**src/rtl/hazard_pkg.sv**
```systemverilog
// Shared constants for the pipeline hazard controller: FSM encoding,
// forwarding-select codes and the PC register number.
package hazard_pkg;

    localparam logic [1:0] ST_RUN     = 2'd0;
    localparam logic [1:0] ST_LDSTALL = 2'd1;
    localparam logic [1:0] ST_FREEZE  = 2'd2;

    localparam logic [1:0] FWD_RF  = 2'b00;
    localparam logic [1:0] FWD_EX  = 2'b01;
    localparam logic [1:0] FWD_MEM = 2'b10;
    localparam logic [1:0] FWD_WB  = 2'b11;

    localparam int PC_REG = 15;

endpackage

```
**src/rtl/hazard_ctrl_fwd_select.sv**
```systemverilog
// Forwarding priority match for one ID operand; also flags a load-use
// dependency on that operand.
module fwd_select
    import hazard_pkg::*;
#(
    parameter int REG_W = 4
) (
    input  logic [REG_W-1:0] src,
    input  logic             use_src,
    input  logic [REG_W-1:0] ex_rd,
    input  logic             ex_rf_en,
    input  logic             ex_load,
    input  logic [REG_W-1:0] mem_rd,
    input  logic             mem_rf_en,
    input  logic [REG_W-1:0] wb_rd,
    input  logic             wb_rf_en,
    output logic [1:0]       sel,
    output logic             load_hit
);

    logic active;

    // R15 is the PC and is never forwarded or interlocked.
    assign active = use_src && (src != REG_W'(PC_REG));

    always_comb begin
        sel = FWD_RF;
        if (active) begin
            if (ex_rf_en && !ex_load && (ex_rd == src)) begin
                sel = FWD_EX;
            end else if (mem_rf_en && (mem_rd == src)) begin
                sel = FWD_MEM;
            end else if (wb_rf_en && (wb_rd == src)) begin
                sel = FWD_WB;
            end
        end
    end

    assign load_hit = active && ex_rf_en && ex_load && (ex_rd == src);

endmodule

```
**src/rtl/hazard_ctrl.sv**
```systemverilog
// Pipeline scheduler: load enables, NOP injection, branch flush and
// forwarding selects for the five-stage core, plus debug event counters.
module hazard_ctrl
    import hazard_pkg::*;
#(
    parameter int REG_W = 4,
    parameter int CNT_W = 16
) (
    input  logic             clk,
    input  logic             reset,
    input  logic [REG_W-1:0] id_rn,
    input  logic [REG_W-1:0] id_rm,
    input  logic [REG_W-1:0] id_rd,
    input  logic             id_use_rn,
    input  logic             id_use_rm,
    input  logic             id_use_rd,
    input  logic [REG_W-1:0] ex_rd,
    input  logic             ex_rf_en,
    input  logic             ex_load,
    input  logic [REG_W-1:0] mem_rd,
    input  logic             mem_rf_en,
    input  logic [REG_W-1:0] wb_rd,
    input  logic             wb_rf_en,
    input  logic             branch_taken,
    input  logic             freeze_req,
    input  logic             clr_cnt,
    output logic             pc_le,
    output logic             ifid_le,
    output logic             pipe_le,
    output logic             cu_nop,
    output logic             ifid_flush,
    output logic [1:0]       fwd_rn,
    output logic [1:0]       fwd_rm,
    output logic [1:0]       fwd_rd,
    output logic [CNT_W-1:0] stall_cnt,
    output logic [CNT_W-1:0] flush_cnt,
    output logic [1:0]       state
);

    logic [1:0] state_q, state_d;
    logic [1:0] sel_rn, sel_rm, sel_rd;
    logic       hit_rn, hit_rm, hit_rd;
    logic       load_use;
    logic       stall_inc, flush_inc;

    fwd_select #(.REG_W(REG_W)) u_fwd_rn (
        .src(id_rn), .use_src(id_use_rn),
        .ex_rd(ex_rd), .ex_rf_en(ex_rf_en), .ex_load(ex_load),
        .mem_rd(mem_rd), .mem_rf_en(mem_rf_en),
        .wb_rd(wb_rd), .wb_rf_en(wb_rf_en),
        .sel(sel_rn), .load_hit(hit_rn)
    );

    fwd_select #(.REG_W(REG_W)) u_fwd_rm (
        .src(id_rm), .use_src(id_use_rm),
        .ex_rd(ex_rd), .ex_rf_en(ex_rf_en), .ex_load(ex_load),
        .mem_rd(mem_rd), .mem_rf_en(mem_rf_en),
        .wb_rd(wb_rd), .wb_rf_en(wb_rf_en),
        .sel(sel_rm), .load_hit(hit_rm)
    );

    fwd_select #(.REG_W(REG_W)) u_fwd_rd (
        .src(id_rd), .use_src(id_use_rd),
        .ex_rd(ex_rd), .ex_rf_en(ex_rf_en), .ex_load(ex_load),
        .mem_rd(mem_rd), .mem_rf_en(mem_rf_en),
        .wb_rd(wb_rd), .wb_rf_en(wb_rf_en),
        .sel(sel_rd), .load_hit(hit_rd)
    );

    assign load_use = hit_rn || hit_rm || hit_rd;

    always_comb begin
        state_d    = state_q;
        pc_le      = 1'b1;
        ifid_le    = 1'b1;
        pipe_le    = 1'b1;
        cu_nop     = 1'b0;
        ifid_flush = 1'b0;
        stall_inc  = 1'b0;
        flush_inc  = 1'b0;
        case (state_q)
            ST_LDSTALL: begin
                if (branch_taken) begin
                    ifid_flush = 1'b1;
                    flush_inc  = 1'b1;
                end
                state_d = freeze_req ? ST_FREEZE : ST_RUN;
            end
            // RUN, and FREEZE on the cycle freeze_req drops, share the RUN rules.
            default: begin
                state_d = ST_RUN;
                if (freeze_req) begin
                    pc_le   = 1'b0;
                    ifid_le = 1'b0;
                    pipe_le = 1'b0;
                    state_d = ST_FREEZE;
                end else if (load_use) begin
                    pc_le     = 1'b0;
                    ifid_le   = 1'b0;
                    cu_nop    = 1'b1;
                    stall_inc = 1'b1;
                    state_d   = ST_LDSTALL;
                end else if (branch_taken) begin
                    ifid_flush = 1'b1;
                    flush_inc  = 1'b1;
                end
            end
        endcase
        if (!reset) begin
            pc_le      = 1'b0;
            ifid_le    = 1'b0;
            pipe_le    = 1'b0;
            cu_nop     = 1'b1;
            ifid_flush = 1'b0;
            stall_inc  = 1'b0;
            flush_inc  = 1'b0;
            state_d    = ST_RUN;
        end
    end

    assign fwd_rn = reset ? sel_rn : FWD_RF;
    assign fwd_rm = reset ? sel_rm : FWD_RF;
    assign fwd_rd = reset ? sel_rd : FWD_RF;
    assign state  = state_q;

    always_ff @(posedge clk or negedge reset) begin
        if (!reset) begin
            state_q   <= ST_RUN;
            stall_cnt <= '0;
            flush_cnt <= '0;
        end else begin
            state_q <= state_d;
            if (clr_cnt) begin
                stall_cnt <= '0;
                flush_cnt <= '0;
            end else begin
                if (stall_inc && (stall_cnt != '1)) stall_cnt <= stall_cnt + CNT_W'(1);
                if (flush_inc && (flush_cnt != '1)) flush_cnt <= flush_cnt + CNT_W'(1);
            end
        end
    end

endmodule
```
**config.mk**
```make
export PLATFORM = sky130hd
export DESIGN_NAME = hazard_ctrl
export DESIGN_NICKNAME = d
export VERILOG_FILES = /design/src/rtl/hazard_pkg.sv /design/src/rtl/hazard_ctrl_fwd_select.sv /design/src/rtl/hazard_ctrl.sv
export SDC_FILE = /design/constraint.sdc
export NUM_CORES = 1
export LEC_CHECK = 0
export ABC_AREA = 1
export BUFFER_PORTS_ARGS = -buffer_cell sky130_fd_sc_hd__buf_2
export CAP_MARGIN = 10
export CELL_PAD_IN_SITES_DETAIL_PLACEMENT = 0
export CELL_PAD_IN_SITES_GLOBAL_PLACEMENT = 1
export CORE_UTILIZATION = 24
export CTS_CLUSTER_SIZE = 14
export DETAILED_ROUTE_END_ITERATION = 10
export PLACE_DENSITY = 0.62
export SLEW_MARGIN = 25
export SYNTH_ARGS = -nofsm -noshare
export SYNTH_HDL_FRONTEND = slang
export SYNTH_SLANG_ARGS = --single-unit
```
**constraint.sdc**
```tcl
create_clock -name clk -period 4.22 [get_ports clk]
set_clock_uncertainty 0.1 [all_clocks]
set_input_delay 0.422 -clock clk [delete_from_list [all_inputs] [get_ports clk]]
set_output_delay 0.422 -clock clk [all_outputs]
set_load 0.02 [all_outputs]
```
==> run metrics <==
status=complete, no violations; GPL Wtd Cong=between 0.8 and 0.9; Core Box Area=12100 µm²; vias per cell=4.44; initial antenna violation count=0; Root Buffer=clkbuf_16; CP Data Required Time=4.33 ns; CTS Buf Count=5; Clock Sinks=34; post-cts resize count=0; DP Wirelength=7000 µm; most common cell after layout, fill and taps aside=nand2_1; most frequent cells in the layout=nand2_1 (131), buf_2 (80), nand3_1 (59), nor2_1 (55), inv_1 (50); syn_nets=497; CP max stage delay=0.54 ns; met1 Use GR=between 10% and 20%; ANT cells=0; die area=13000 µm²; pwr dens=233 nW/µm²; VDD IR-drop max=0.128 mV; delay-heaviest family, CP=simple AND/OR/NAND/NOR gates; Critical-path top delay cell=nor2_2; RSZ-0062 raised after global routing=false; Nets=573; Worst-Skew Late Latency=0.28 ns; Max Cap Viol=0; critical path, cell by cell=ha_1, nand2_2, nor2_4, nand2_1, nor2_2, nand3_2, nor2_4, nor2_2, nand3_1, nand2_2; gr ovfl total=0; vias in the first global route=3014; Final Hold Fails=0; Syn. warnings=0; Placed Cells=696; Die Wd=about 110 µm; final cell count without fillers=roughly 700; crit path kind=register to register; drt initial violations=between 150 and 200; period utilization=51.7%; sequential fraction of the synthesis area=28.3%; die height=114 µm; Max Slew Vio Count=0; pin count of the biggest net entering global routing=36; CP Buf/Inv Count=0; Static Leak=1.99 nW; Startpoint Class=register; worst hold path class=input port to asynchronous set/reset pin; Detail Route Antenna Nets=0; DRC=0; wire length per cell=about 13 µm; CP Max Fanout=16; Syn Area/Cell=6.56 µm²; ratio of cells with drive above 1 in the final layout=23.7%; Setup TNS=0 ns; Syn Inst Count=459; busiest grt layer=met2; relative max-transition margin=54.8%; CP arrival=2.29 ns; Clock transition at path regs=about 0.05 ns; IO buf count=80; I/O pin total=a little over 80; final WL=8970 µm; post-synthesis register bit count=34; CP Capture Type=register; CTS max path bufs=2; CTS tree=built; Layout area overhead=22.6%; final setup vio count=0; Final Critical Period=2.18 ns; Max Fclk=459 MHz; via count=3123; Post-CTS Setup Inserts=0; Cell variety after synth=34; FP Rows=40; Initial Util=24.9%; M3 GR Usage=approximately 2.3%; synthesized area=3010 µm²; H-tree levels=2; TritonRoute pass-1 iters=4; Least-Margin Pin Slew=0.678 ns; GR Util met2=about a quarter; global-route wire length before repair=14800 µm; cts hold-fix bufs=0; gr usage total=about 14%
[registers in the layout (all words and copies together) (netlist names)]
signal	count
stall_cnt	16
state	2
flush_cnt	16
[final timing paths]
kind / from / endpoint / slack [ns] / cells after the start
worst max-delay path: stall_cnt[0] / stall_cnt[9] / 2.04 / 10
min in group clk: freeze_req / state[1] / 0.26 / 3
max in group asynchronous: reset / stall_cnt[15] / 3.45 / 2
worst min register to register: stall_cnt[14] / stall_cnt[14] / 0.48 / 2
worst max register to register: stall_cnt[0] / stall_cnt[9] / 2.04 / 10
worst min-delay path: reset / state[1] / 0.24 / 2
[per-layer routing]
metal	share of wire (%)	routed length [µm]	up-vias
met3	3.6	325	7
li1	-	-	1622
met5	0	0	-
met1	45	4080	1431
met2	50	4440	63
met4	1.4	123	0
[Yosys cell counts]
master / instances / area [µm²]
nand2_1: 131 / 492
nand3_1: 59 / 295
nor2_1: 55 / 206
inv_1: 50 / 188
dfrtp_1: 34 / 851
xor2_1: 23 / 201
nand3_2: 14 / 140
a21oi_1: 13 / 65.1
nand4_1: 7 / 43.8
nor3_1: 7 / 35.0
inv_2: 6 / 22.5
o22ai_1: 6 / 37.5
xnor2_1: 6 / 52.6
nand2_2: 5 / 31.3
o21ai_0: 5 / 25.0
a221oi_1: 4 / 35.0
buf_2: 4 / 20.0
nor2_2: 4 / 25.0
clkbuf_1: 3 / 11.3
nor2_4: 3 / 33.8
buf_4: 2 / 15.0
buf_6: 2 / 22.5
ha_1: 2 / 25.0
nand2_4: 2 / 22.5
nand3b_1: 2 / 15.0
or2_2: 2 / 12.5
a211oi_1: 1 / 7.51
buf_1: 1 / 3.75
buf_12: 1 / 20.0
nand4_2: 1 / 12.5
nand4_4: 1 / 21.3
nor3b_1: 1 / 7.51
nor4_1: 1 / 6.26
o21a_1: 1 / 7.51
[where the power goes]
part | total (W) | switching [W] | internal (W)
clock | 0.000372 | 0.000138 | 0.000234
sequential | 0.000337 | 0.00000660 | 0.000331
combinational | 0.000149 | 0.000101 | 0.0000481
[cell families (layout without fill, tap and decap cells)]
kind of cell,count (synthesis),after routing,synth area share [%]
adder cells (fa/ha/maj),2,2,0.831
flip-flops,34,34,28.3
AND/OR/NAND/NOR,295,295,46.5
AO/OA/AOI/OAI,30,30,5.90
buffers and inverters,69,146,10.1
XOR/XNOR,29,29,8.44
[through the flow]
| stage | total power [W] | util (%) | cell area (µm²) | hold slack, ns | setup slack (ns) |
|---|---|---|---|---|---|
| after floorplan | 0.000433 | - | 3010 | 0.0264 | 2.11 |
| after global placement | 0.000495 | 29.3 | 3540 | 0.454 | 2.00 |
| after detailed placement | 0.000495 | 29.3 | 3540 | 0.466 | 1.96 |
| after CTS | 0.000879 | 30.5 | 3690 | 0.244 | 2.02 |
| after global routing | 0.000908 | 30.5 | 3690 | 0.272 | 1.82 |
| final | 0.000859 | 30.5 | 3690 | 0.241 | 2.04 |
[area by class of cell]
type | instances | area, µm²
inverters | 56 | 210
clock buffers | 7 | 143
repair buffers | 82 | 415
well taps | 168 | 210
clock inverters | 1 | 5.00
flip-flops and latches | 34 | 851
multi-input cells | 356 | 1860
fillers | 1424 | 8420
(Power assumes the default switching activity.)
